**src/rtl/lfsr_rng_pkg.sv**
```systemverilog
// Shared constants for the LFSR random generator: mode encoding, default
// tap masks and the active-low hex 7-segment lookup.
package lfsr_pkg;

  localparam logic MODE_FIB = 1'b0;
  localparam logic MODE_GAL = 1'b1;

  localparam logic [7:0] FTAPS_8 = 8'h1D;
  localparam logic [7:0] GTAPS_8 = 8'hB8;

  // Active-low {g,f,e,d,c,b,a}, indexed by nibble value 0..F
  localparam logic [6:0] SEG_LUT [0:15] = '{
    7'b1000000, 7'b1111001, 7'b0100100, 7'b0110000,
    7'b0011001, 7'b0010010, 7'b0000010, 7'b1111000,
    7'b0000000, 7'b0010000, 7'b0001000, 7'b0000011,
    7'b1000110, 7'b0100001, 7'b0000110, 7'b0001110
  };

endpackage

```
**src/rtl/lfsr_rng_hex7seg.sv**
```systemverilog
// One hex digit decoder: 4-bit nibble to active-low 7-segment pattern.
module hex7seg
  import lfsr_pkg::*;
(
  input  logic [3:0] nib,
  output logic [6:0] seg_n
);

  assign seg_n = SEG_LUT[nib];

endmodule

```
**src/rtl/lfsr_rng.sv**
```systemverilog
// Right-shifting LFSR with Fibonacci/Galois feedback, seed loading with
// zero-lockup protection, single-step edge detect and period measurement.
module lfsr_rng
  import lfsr_pkg::*;
#(
  parameter int               WIDTH = 8,
  parameter logic [WIDTH-1:0] FTAPS = FTAPS_8,
  parameter logic [WIDTH-1:0] GTAPS = GTAPS_8,
  parameter logic [WIDTH-1:0] SEED  = 8'h01
) (
  input  logic                         clk,
  input  logic                         rst_n,
  input  logic                         en,
  input  logic                         step,
  input  logic                         load,
  input  logic [WIDTH-1:0]             seed_in,
  input  logic                         mode,
  output logic [WIDTH-1:0]             random,
  output logic                         valid,
  output logic                         wrap,
  output logic [WIDTH-1:0]             period,
  output logic                         lockup,
  output logic [7*((WIDTH+3)/4)-1:0]   seg
);

  localparam int NDIG = (WIDTH + 3) / 4;

  logic [WIDTH-1:0] random_q, random_d;
  logic [WIDTH-1:0] start_q, start_d;
  logic [WIDTH-1:0] cnt_q, cnt_d;
  logic [WIDTH-1:0] period_q, period_d;
  logic             valid_q, valid_d;
  logic             wrap_q, wrap_d;
  logic             lockup_q, lockup_d;
  logic             step_q, step_d;
  logic             mode_q, mode_d;

  logic             step_rise, advance, mode_chg;
  logic [WIDTH-1:0] fib_next, gal_next, lfsr_next;
  logic [WIDTH-1:0] start_base, cnt_base;

  always_comb begin
    step_rise  = step & ~step_q;
    advance    = en | step_rise;
    mode_chg   = (mode != mode_q);
    fib_next   = {^(random_q & FTAPS), random_q[WIDTH-1:1]};
    gal_next   = (random_q >> 1) ^ (random_q[0] ? GTAPS : '0);
    lfsr_next  = (mode == MODE_GAL) ? gal_next : fib_next;
    // A mode change restarts the period measurement from the current state
    start_base = mode_chg ? random_q : start_q;
    cnt_base   = mode_chg ? '0 : cnt_q;

    random_d = random_q;
    start_d  = start_q;
    cnt_d    = cnt_q;
    period_d = period_q;
    valid_d  = 1'b0;
    wrap_d   = 1'b0;
    lockup_d = lockup_q;
    step_d   = step;
    mode_d   = mode;

    if (load) begin
      random_d = (seed_in == '0) ? SEED : seed_in;
      start_d  = random_d;
      cnt_d    = '0;
      lockup_d = (seed_in == '0);
      valid_d  = 1'b1;
    end else begin
      start_d = start_base;
      cnt_d   = cnt_base;
      if (advance) begin
        random_d = lfsr_next;
        valid_d  = 1'b1;
        if (lfsr_next == start_base) begin
          wrap_d   = 1'b1;
          period_d = cnt_base + WIDTH'(1);
          cnt_d    = '0;
        end else begin
          cnt_d = cnt_base + WIDTH'(1);
        end
      end
    end
  end

  always_ff @(posedge clk or negedge rst_n) begin
    if (!rst_n) begin
      random_q <= SEED;
      start_q  <= SEED;
      cnt_q    <= '0;
      period_q <= '0;
      valid_q  <= 1'b0;
      wrap_q   <= 1'b0;
      lockup_q <= 1'b0;
      step_q   <= 1'b0;
      mode_q   <= MODE_FIB;
    end else begin
      random_q <= random_d;
      start_q  <= start_d;
      cnt_q    <= cnt_d;
      period_q <= period_d;
      valid_q  <= valid_d;
      wrap_q   <= wrap_d;
      lockup_q <= lockup_d;
      step_q   <= step_d;
      mode_q   <= mode_d;
    end
  end

  assign random = random_q;
  assign valid  = valid_q;
  assign wrap   = wrap_q;
  assign period = period_q;
  assign lockup = lockup_q;

  // Zero-pad the state up to a whole number of hex digits
  logic [4*NDIG-1:0] rnd_pad;
  always_comb begin
    rnd_pad            = '0;
    rnd_pad[WIDTH-1:0] = random_q;
  end

  for (genvar k = 0; k < NDIG; k++) begin : g_dig
    hex7seg u_hex (
      .nib   (rnd_pad[4*k +: 4]),
      .seg_n (seg[7*k +: 7])
    );
  end

endmodule

```
**config.mk**
```make
export PLATFORM = sky130hd
export DESIGN_NAME = lfsr_rng
export DESIGN_NICKNAME = d
export VERILOG_FILES = /design/src/rtl/lfsr_rng_pkg.sv /design/src/rtl/lfsr_rng_hex7seg.sv /design/src/rtl/lfsr_rng.sv
export SDC_FILE = /design/constraint.sdc
export NUM_CORES = 1
export LEC_CHECK = 0
export CORE_ASPECT_RATIO = 1.5
export CORE_MARGIN = 2
export CORE_UTILIZATION = 50
export CTS_CLUSTER_DIAMETER = 100
export CTS_CLUSTER_SIZE = 40
export DETAILED_ROUTE_END_ITERATION = 8
export PLACE_DENSITY = 0.77
export SLEW_MARGIN = 20
export SYNTH_ARGS = -nofsm -noshare
export SYNTH_HDL_FRONTEND = slang
export SYNTH_SLANG_ARGS = --single-unit
```
**constraint.sdc**
```tcl
create_clock -name clk -period 4.05 [get_ports clk]
set_input_delay 0.81 -clock clk [delete_from_list [all_inputs] [get_ports clk]]
set_output_delay 0.81 -clock clk [all_outputs]
set_load 0.02 [all_outputs]
```
# Yosys cells after proc, flatten, opt, wreduce, memory -nomap -nowiden
# Memories as Yosys holds them, arrays and structs flattened.
# Cells that the tools add are included.
# totals
register_bits	37
romBits	224
inputBits	14
output_inout_bits	33
wordCells	47
n_memories	2
# classes
n_addsub	1
order_cmp	2
n_eq_ne	2
muxes	20
n_bitwise	7
reduce_logical	4
# mem_list
memory	words	width	read_ports	rd_ports_with_merged_regs	wr	line_no	rtl
(no name shown)	16	7	1	0	0	lfsr_rng_hex7seg.sv:9	assign seg_n = SEG_LUT[nib];
(no name shown)	16	7	1	0	0	lfsr_rng_hex7seg.sv:9	
# ops
op	n
2-to-1 mux 8 bit	11
2-to-1 mux 7 bit	4
>= comparator 5 bit (second input constant)	2
inverter 4 -> 5 bit	2
adder 8 x 1 -> 8 bit (second input constant)	1
equality test 8 bit	1
zero test 8 bit	1
parity 8 bit	1
bitwise XOR 7 x 8 -> 8 bit	1
2-to-1 mux 1 bit	5
AND reduction 3 bit	1
inverter 1 bit	2
nonzero test 2 bit	1
bitwise AND 1 bit	1
!= test 1 bit	1
bitwise OR 1 bit	1

# Logic depth before layout (Yosys ltp)
# logic_depth
depth_word	7
depth_mapped	9

# By module
# Synthesis repeated with hierarchy kept, for this count alone.
# hier_totals
cells_unflattened	283
area_unflattened_um2	2635.0
# modules_own_cells
module	instances	cells_per_inst	area_each_um2	seq_area_each_um2
lfsr_rng	1	218	2090.8	928.4
hex7seg at g_dig[1].u_hex	1	32	275.3	0.0
hex7seg at g_dig[0].u_hex	1	33	269.0	0.0

# Worst setup path before layout
# OpenSTA, ideal clock, no wires.
# synth_path
path_kind	input to register
from	input port mode
to	register period_q[0], in the netlist period[0]
setup_time_ps	125
arrival_ps	2666
required_ps	3925
slack_ps	1260
cell_stages	6
path_cell_list	xnor2_1 mux2i_1 xnor3_1 nand3_1 nor4_4 mux2_2
# synth_between
elab_chain_cells	4
elab_cells_between_ends	7
cone_classes	1 x add/sub; 2 x eq/ne; 3 x mux; 1 x reduce/logical
# synth_lines
item	line_no	rtl
from (decl)	lfsr_rng.sv:17	input logic mode,
parallel branches: the longest is 4 deep, another holds adder 8 x 1 -> 8 bit	--	
to (signal assigned)	lfsr_rng.sv:101	period_q <= period_d;
to (decl)	lfsr_rng.sv:31	logic [WIDTH-1:0] period_q, period_d;
# Parallel ways; which one is timed is not known.
# A chain may end at the register's enable or synchronous reset.

# Worst setup path after layout
# layout_path
from	register random_q[0], in the netlist random[0]
to	output port seg[3]
# layout_between
elab_chain_cells	4
# layout_lines
item	line_no	rtl
from (decl)	lfsr_rng.sv:28	logic [WIDTH-1:0] random_q, random_d;
from (signal assigned)	lfsr_rng.sv:98	random_q <= random_d;
inverter 4 -> 5 bit (not written as such)	lfsr_rng_hex7seg.sv:9	
memory read (16 x 7 bit)	--	
2-to-1 mux 7 bit (not written as such) (2 in series)	lfsr_rng_hex7seg.sv:9	
to (decl)	lfsr_rng.sv:23	output logic [7*((WIDTH+3)/4)-1:0] seg
# Every way passes these cells. The select of a mux whose other input is x is not followed.

==> out/qor.csv <==
stage,metric,value,unit
status,outcome,completed,
grt,first-pass GRT wire length,10000,microns
critical_path,critical path peak fanout,12,
min_path,hold depth,1,
detailed_routing,Post-Route WL,5850,microns
grt,vias in the first global route,2220,
grt,GRT overflow,0,
min_path,Hold WC Path Type,flop to flop,
clocking,clk_lat worst skew,290,ps
yosys,Synthesized Nets,317,
timing,Worst Tran Pin Value,712,ps
timing,final setup TNS,0,ps
critical_path,WP buf/inv,3,
clocking,CTS H-tree depth,2,
yosys,prevailing post-synth register cell,dfrtp_1,
detailed_routing,Vias per Instance,5.63,
timing,Final Max Tran Viols,0,
yosys,post-synth cell types,48,
min_path,"Endpoint, Worst Hold",period[5],
detailed_routing,1st-iter DRT viols,108,
critical_path,FF-to-FF setup slack,960,ps
flow_run,total of max-cap violations,0,
placed_design,dpl ws,265,ps
placed_design,GP Congestion,0.920,
critical_path,RR Startpoint,random[3],
layout,area of the multi-input gates,1550,sq um
clocking,buffer count from post-CTS setup fixing,0,
detailed_routing,DR WL/cell,14.7,microns
grt,largest net degree at the start of global routing,38,
yosys,Syn Inst Count,290,
clocking,clock root buffer master,clkbuf_8,
yosys,"EDFF count, synth",0,
clocking,clock sink total,37,
layout,Finished Cell Area,3210,sq um
pwr,leak pwr,1.38,nW
timing,Max-slew headroom,52.4,%
timing,unrepaired setup endpoints after global routing,no,
critical_path,startpoint types,flop,
detailed_routing,via count,2237,
yosys,syn_area_per_cell,9.03,sq um
layout,layout cell share with drive strength beyond 1,9.42,%
timing,"Hold Violations, Final",0,
pwr,Max VDD drop,0.000265,V
floorplan,Vert. Die Dim,92.6,microns
timing,achievable frequency,278,MHz
timing,"Worst Setup Slack, final",450,ps
detailed_routing,DRT antenna net count,0,
timing,post-layout min period,3600,ps
grt,initial antenna violation count,0,
timing,Tcrit/Tclk final,88.9,%
clocking,CTS buffer count,5,
clocking,Clock Tree Buf Depth,2,
floorplan,row cnt,32,
critical_path,CP Capture Type,primary output,
critical_path,crit-path cells,"clkinv_1, ha_1, inv_1, mux4_2, clkdlybuf4s50_1",
placed_design,dpl cell area,3120,sq um
floorplan,Die Wd,63.1,microns
clocking,post_cts resized,0,
clocking,CTS Hold Buffers Added,0,
floorplan,initial core utilization,51.5,%
min_path,Hold Path Origin,period[5],
layout,# diodes,0,
layout,Layout area overhead,22.5,%
layout,Filler Cells Inserted,453,
critical_path,Worst Path Required,3240,ps
timing,Worst Skew,3.79,ps
detailed_routing,first drt pass iteration count,4,
clocking,clk slew on worst S/H paths,70,ps
layout,Final nets,356,
detailed_routing,Residual DRC,0,
floorplan,IO Pins,47,
yosys,"Async S/R FF share, synth",100,%
floorplan,die area,5840,sq um
critical_path,crit path DAT,2790,ps
yosys,number of synthesized register bits,37,
critical_path,R2R cell count,6,
critical_path,reg-to-reg endpoint,period[5],
yosys,sequential share of the synthesized area,35.5,%
timing,final setup vio count,0,
grt,GRT Util Overall,21.8,%
placed_design,hpwl dp,4310,microns
yosys,yosys warns,0,
clocking,CTS tree,yes,
critical_path,Top Family by Delay on Critical Path,buffers and inverters,
critical_path,"Slowest-stage cell, CP",dfstp_2,
critical_path,Critical Setup Path Class,flop to primary output,
pwr,Power Dens Cells,351,nW/um^2
critical_path,max incr delay on CP,660,ps
layout,Reg area,928,sq um
yosys,post-synthesis instance area,2620,sq um
timing,hold slack,508,ps
floorplan,core footprint,5080,sq um
placed_design,number of port buffers,46,
## cells in the final DEF (no fill, tap or decap), types with 3 or more instances in the layout
master	Yosys	routed
o21ai_0	18	18
nand3_1	7	7
o31ai_1	3	3
mux2i_1	16	16
ha_1	13	13
and2_1	5	5
clkdlybuf4s50_1	0	46
nor4_1	3	3
a21oi_1	17	17
nor2b_1	3	3
a31oi_1	6	6
clkbuf_8	0	6
xnor2_1	10	10
nand2b_1	6	6
mux2_2	9	9
o21a_1	4	4
dfrtp_1	35	35
nand2_1	27	27
nor3_1	4	4
inv_1	13	13
a22o_1	5	5
nor2_1	29	29
xor2_1	4	4
buf_4	2	6
## synth_stat cells, drive strengths merged, types with 3 or more instances
cell | count | share of area (%)
a21oi | 17 | 3.2
a22o | 5 | 1.7
nor3 | 4 | 0.76
buf | 7 | 1.5
dfrtp | 35 | 33
nor2 | 29 | 4.2
nor2b | 3 | 0.72
xor2 | 5 | 2.0
clkbuf | 13 | 1.9
a31oi | 6 | 1.4
nand3 | 7 | 1.3
and2 | 6 | 1.4
o31ai | 3 | 0.86
o21ai | 18 | 3.4
inv | 13 | 1.9
xnor2 | 10 | 3.3
nand2 | 27 | 3.9
mux2 | 9 | 3.9
nor4 | 4 | 1.5
nand2b | 6 | 1.4
ha | 13 | 6.2
o21a | 4 | 1.1
mux2i | 16 | 6.1
## sequential cells by signal, indices dropped and copies added, names as in the netlist
register  cells
cnt_q         8
period        8
random        8
start_q       8
lockup        1
mode_q        1
step_q        1
valid         1
wrap          1
## metrics by stage
step	power, mW	utilization, %	std cells
after global routing	1.19	63.1	397
after CTS	1.14	63.1	397
final	1.12	63.1	397
after global placement	0.875	61.4	390
after floorplan	0.726	-	290
after detailed placement	0.880	61.4	390
## kinds of logic after synthesis
kind of cell             Yosys count  synth area share (%)
AO/OA/AOI/OAI                     68                  16.9
AND/OR/NAND/NOR                   94                  17.4
multiplexers                      27                  11.7
adder cells (fa/ha/maj)           13                  6.21
XOR/XNOR                          17                  7.02
buffers and inverters             34                  5.35
flip-flops                        37                  35.5
## how the worst max path moves through the flow
stage / from / end / depth (start not counted)
2_1_floorplan: mode / period[0] / 6
3_3_place_gp: mode / period[5] / 7
3_5_place_dp: mode / period[1] / 7
4_1_cts: random[0] / seg[3] / 5
5_1_grt: random[0] / seg[3] / 5
6_report: random[0] / seg[3] / 5
## power by group
group	switching [mW]	internal [mW]
sequential	0.0594	0.396
clock	0.119	0.135
combinational	0.208	0.208
total	0.386	0.738
## layer usage
layer  global-route usage, %  vias to the layer above  wire length, microns
met4                    11.7                        0                   176
li1                        -                     1103                     -
met3                    3.16                       13                   189
met5                       0                        -                     0
met1                    24.2                     1073                  2360
met2                    39.5                       48                  3130
## worst register-to-register path, delay by kind of cell (launching register included)
kind	cells	cell delay, ps
AND/OR/NAND/NOR	3	1080
flip-flops	1	800
XOR/XNOR	2	700
multiplexers	1	400
## area by class of cell
type | instances | share of cell area, %
repair buffers | 52 | 15.8
flip-flops and latches | 37 | 28.9
clock buffers | 7 | 2.69
multi-input cells | 219 | 48.3
inverters | 14 | 1.64
well taps | 68 | 2.65
(Power assumes the default switching activity.)
